### src/rtl/pwm_fade_ctrl.sv
// pwm_fade_ctrl: moves the PWM driver cutoff toward a requested duty level
// one LSB per STEP_DIV clocks, or jumps straight to it. Each new level is
// delivered as a one-cycle set_cutoff_en strobe with cutoff_value.
module pwm_fade_ctrl #(
   parameter logic [15:0] STEP_DIV    = 16'd1000,
   parameter logic [7:0]  RESET_LEVEL = 8'h7f
) (
   input  logic       clk,
   input  logic       reset,
   input  logic       target_wr,
   input  logic [7:0] target_value,
   input  logic       ramp_en,
   output logic       set_cutoff_en,
   output logic [7:0] cutoff_value,
   output logic       busy,
   output logic       done
);

   typedef enum logic {
      IDLE = 1'b0,
      RAMP = 1'b1
   } state_t;

   state_t      state_reg, state_next;
   logic [7:0]  level_reg, level_next;
   logic [7:0]  target_reg, target_next;
   logic [15:0] pres_reg, pres_next;
   logic        pulse_reg, pulse_next;
   logic        done_reg, done_next;
   logic        busy_reg, busy_next;
   logic        tick;
   logic [7:0]  step_level;

   // The prescaler wraps on the last cycle of each step period.
   assign tick = (pres_reg == (STEP_DIV - 16'd1));

   // One LSB toward the latched target; never wraps since the target bounds it.
   assign step_level = (target_reg > level_reg) ? (level_reg + 8'd1) : (level_reg - 8'd1);

   // Next-state and registered-output logic; a write always wins over a step.
   always_comb begin
      state_next  = state_reg;
      level_next  = level_reg;
      target_next = target_reg;
      pres_next   = pres_reg;
      pulse_next  = 1'b0;
      done_next   = 1'b0;

      if (target_wr) begin
         target_next = target_value;
         pres_next   = 16'd0;
         if (!ramp_en || (target_value == level_reg)) begin
            level_next = target_value;
            pulse_next = 1'b1;
            done_next  = 1'b1;
            state_next = IDLE;
         end else begin
            state_next = RAMP;
         end
      end else if (state_reg == RAMP) begin
         if (tick) begin
            pres_next  = 16'd0;
            level_next = step_level;
            pulse_next = 1'b1;
            if (step_level == target_reg) begin
               done_next  = 1'b1;
               state_next = IDLE;
            end
         end else begin
            pres_next = pres_reg + 16'd1;
         end
      end

      busy_next = (state_next == RAMP);
   end

   // State and output registers; reset drops any pulse that was about to issue.
   always_ff @(posedge clk or negedge reset) begin
      if (!reset) begin
         state_reg  <= IDLE;
         level_reg  <= RESET_LEVEL;
         target_reg <= RESET_LEVEL;
         pres_reg   <= 16'd0;
         pulse_reg  <= 1'b0;
         done_reg   <= 1'b0;
         busy_reg   <= 1'b0;
      end else begin
         state_reg  <= state_next;
         level_reg  <= level_next;
         target_reg <= target_next;
         pres_reg   <= pres_next;
         pulse_reg  <= pulse_next;
         done_reg   <= done_next;
         busy_reg   <= busy_next;
      end
   end

   assign set_cutoff_en = pulse_reg;
   assign cutoff_value  = level_reg;
   assign busy          = busy_reg;
   assign done          = done_reg;

endmodule

### config.mk
export PLATFORM = sky130hd
export DESIGN_NAME = pwm_fade_ctrl
export DESIGN_NICKNAME = d
export VERILOG_FILES = /design/src/rtl/pwm_fade_ctrl.sv
export SDC_FILE = /design/constraint.sdc
export NUM_CORES = 1
export LEC_CHECK = 0
export ABC_CLOCK_PERIOD_IN_PS = 8550
export BUFFER_PORTS_ARGS = -buffer_cell sky130_fd_sc_hd__buf_4
export CORE_MARGIN = 10
export CORE_UTILIZATION = 40
export DETAILED_ROUTE_END_ITERATION = 8
export PLACE_DENSITY = 0.65
export SYNTH_ARGS = -nofsm -noshare
export SYNTH_HDL_FRONTEND = slang
export SYNTH_SLANG_ARGS = --single-unit
### constraint.sdc
create_clock -name clk -period 8.55 [get_ports clk]
set_input_delay 0.4275 -clock clk [delete_from_list [all_inputs] [get_ports clk]]
set_output_delay 0.4275 -clock clk [all_outputs]
set_load 0.005 [all_outputs]
==> results.json <==
{
  "fin_cells": 381,
  "ff_latch_area_um2": 893,
  "wire_per_inst_um": 15.6,
  "status": "finished clean",
  "synth-edff-count": 0,
  "cts_made_buffers": 5,
  "powerDensity_mw_per_mm2": 368,
  "hp-class": "in -> async",
  "routabilityCongestion": 0.836,
  "drive_gt1_share_pct": 19.1,
  "synth.most_common_cell": "o21ai_0",
  "synth_area_leaders": "dfrtp_1 (21%), dfstp_2 (14%), ha_1 (7.8%), o21ai_0 (6.5%), xnor2_1 (5.8%)",
  "worst_r2r_endpoint": "busy$_DFF_PN0_",
  "p_leak_nw": 1.23,
  "ys_types": 55,
  "crit_slowest_cell": "dfstp_2",
  "initial_utilization_pct": 40.7,
  "drt-initial-drc-count": 71,
  "async_flop_share_pct": 100,
  "yosysTopAreaCell": "dfrtp_1",
  "synth-seq-cells": 35,
  "crit_arrival_ns": 4.53,
  "crit_path_start": "cutoff_value[5]$_DFFE_PN1P_",
  "fin_setup_tns_ns": 0,
  "synthCells": 283,
  "hold_violations": 0,
  "worst_slew_pin_slew_ns": 0.870,
  "worstReg2RegStart": "cutoff_value[5]$_DFFE_PN1P_",
  "multi_input_area_mm2": 0.00152,
  "syn_nets": 312,
  "die_area_mm2": 0.00998,
  "fin_crit_sh_pct": 51.0,
  "endpoint_kind": "register",
  "power_w": 0.00105,
  "worstSetupStartpointType": "register",
  "drt_pass1_iterations": 4,
  "rsz0062_at_grt": "no",
  "largest_reg_flops": 16,
  "slowest_delay_ns": 0.59,
  "clock-skew-final_ns": 0.0111,
  "max_clock_freq_mhz": 230,
  "die_y_um": 99.9,
  "cts.clk_slew.worst_paths_ns": 0.08,
  "syn_area_per_cell_um2": 9.03,
  "drc_errors": 0,
  "ios": 23,
  "layout.nets": 332,
  "core_area_mm2": 0.00628,
  "rrSetupSlack_ns": 4.19,
  "antenna_found_initial": 0,
  "n_fill_cell": 609,
  "ys.warnings.count": 0,
  "place_inst": 373,
  "vias": 2040,
  "worstPathMaxFanout": 8,
  "synthToLayoutAreaGrowth_pct": 11.7,
  "setup_viol_count_final": 0,
  "io_buffers": 22,
  "postCtsHoldBufs": 0,
  "postCtsSetupBuffers": 0,
  "routed_wirelength_um": 5960,
  "ant_nets": 0,
  "cts.path.max_buffers": 2,
  "synth_top_area_share_pct": 20.6,
  "finalMaxSlewViolations": 0,
  "synth_common_cells": "o21ai_0 (33), nand2_1 (26), dfrtp_1 (21), inv_1 (19)",
  "r2r.worst_path.cells": 13,
  "h-tree-depth": 2,
  "ir_drop_mv": 0.264,
  "rows": 29,
  "synth_area_mm2": 0.00255,
  "finalCriticalPeriod_ns": 4.36,
  "critPathRequiredTime_ns": 8.73,
  "final_core_util_pct": 45.5,
  "path_cells": "inv_1 -> ha_1 -> nand4_1 -> o21ai_0 -> and2_1 -> inv_1 -> fa_1 -> nand2b_1 -> a211oi_1 -> mux2_2 -> nor4_1 -> nand4_1 -> o21a_1",
  "insertion_delay_ns": 0.29,
  "grt-ovfl-total": 0,
  "n_antenna_cell": 0,
  "cts_tree": "yes",
  "vias_per_cell": 5.35,
  "grt_pass1_vias": 2043,
  "hpwl_um": 4420,
  "grt_start_max_net_pins": 36,
  "cts_root_buffer": "clkbuf_8",
  "maxSlewHeadroom_pct": 41.8,
  "drv_cap": 0,
  "track_usage_pct": 12.1,
  "cts_resized": 0,
  "ys_seq_area_share_pct": 35.0,
  "fp.dieW_um": 99.9,
  "crit_type": "reg -> reg",
  "cts_sinks": 35,
  "grt_pass1_wl_um": 10000,
  "fin_hold_ws_ns": 0.0815,
  "ys.flop_type": "dfrtp_1"
}
## worst max-delay path by stage
stage,end,slack [ns],cells after the start
after global routing,busy$_DFF_PN0_,3.86,13
after floorplan,busy$_DFF_PN0_,4.88,13
final,busy$_DFF_PN0_,4.19,13
after CTS,busy$_DFF_PN0_,4.20,13
after detailed placement,busy$_DFF_PN0_,4.23,13
after global placement,busy$_DFF_PN0_,4.26,13
## kinds of logic after synthesis
logic type | synth area share, %
AO/OA/AOI/OAI | 18.5
flip-flops | 35.0
buffers and inverters | 5.48
multiplexers | 2.06
AND/OR/NAND/NOR | 21.1
XOR/XNOR | 9.30
adder cells (fa/ha/maj) | 8.62
## worst max-delay path: cells and delay by family (launching register included)
family          cells  cell delay (ns)
mux                 1             0.37
fa+ha+maj           2             0.71
compound gates      3             0.97
simple gates        5             1.40
flops               1             0.59
buf+inv             2             0.20
## metal layers
layer  vias up  share of wire [%]  GRT usage (%)
li1       1047                  -              -
met1       955                 48           15.5
met2        31                 48           20.5
met3         7                3.1           2.54
met4         0                1.1           2.65
met5         -                  0              0
## final cells by class
class | instances | area share, %
clock buffer | 7 | 2.67
timing repair buffer | 22 | 5.79
sequential | 35 | 31.3
multi-input combinational | 220 | 53.3
clock inverter | 1 | 1.05
tap | 77 | 3.38
inverter | 19 | 2.50
## placed cells by master (no fill, tap or decap), types with 8 or more instances in the layout
master / n
o21ai_0: 33
nand2_1: 26
buf_4: 22
dfrtp_1: 21
inv_1: 19
nor2_1: 17
xnor2_1: 17
ha_1: 16
a21oi_1: 15
dfstp_2: 14
nand4_1: 8
nand3_1: 8
## stage by stage
| step | worst slack (ns) | cell area [um^2] |
|---|---|---|
| final | 4.19 | 2850 |
| after global routing | 3.86 | 2850 |
| after CTS | 4.20 | 2850 |
| after detailed placement | 4.23 | 2750 |
| after global placement | 4.26 | 2750 |
| after floorplan | 4.88 | 2550 |
## report_power, final
part	switching, W	total [W]	internal [W]
registers	0.0000372	0.000242	0.000205
logic	0.000347	0.000658	0.000311
clock network	0.0000626	0.000150	0.0000873
Power figures use the tool's default switching activity.
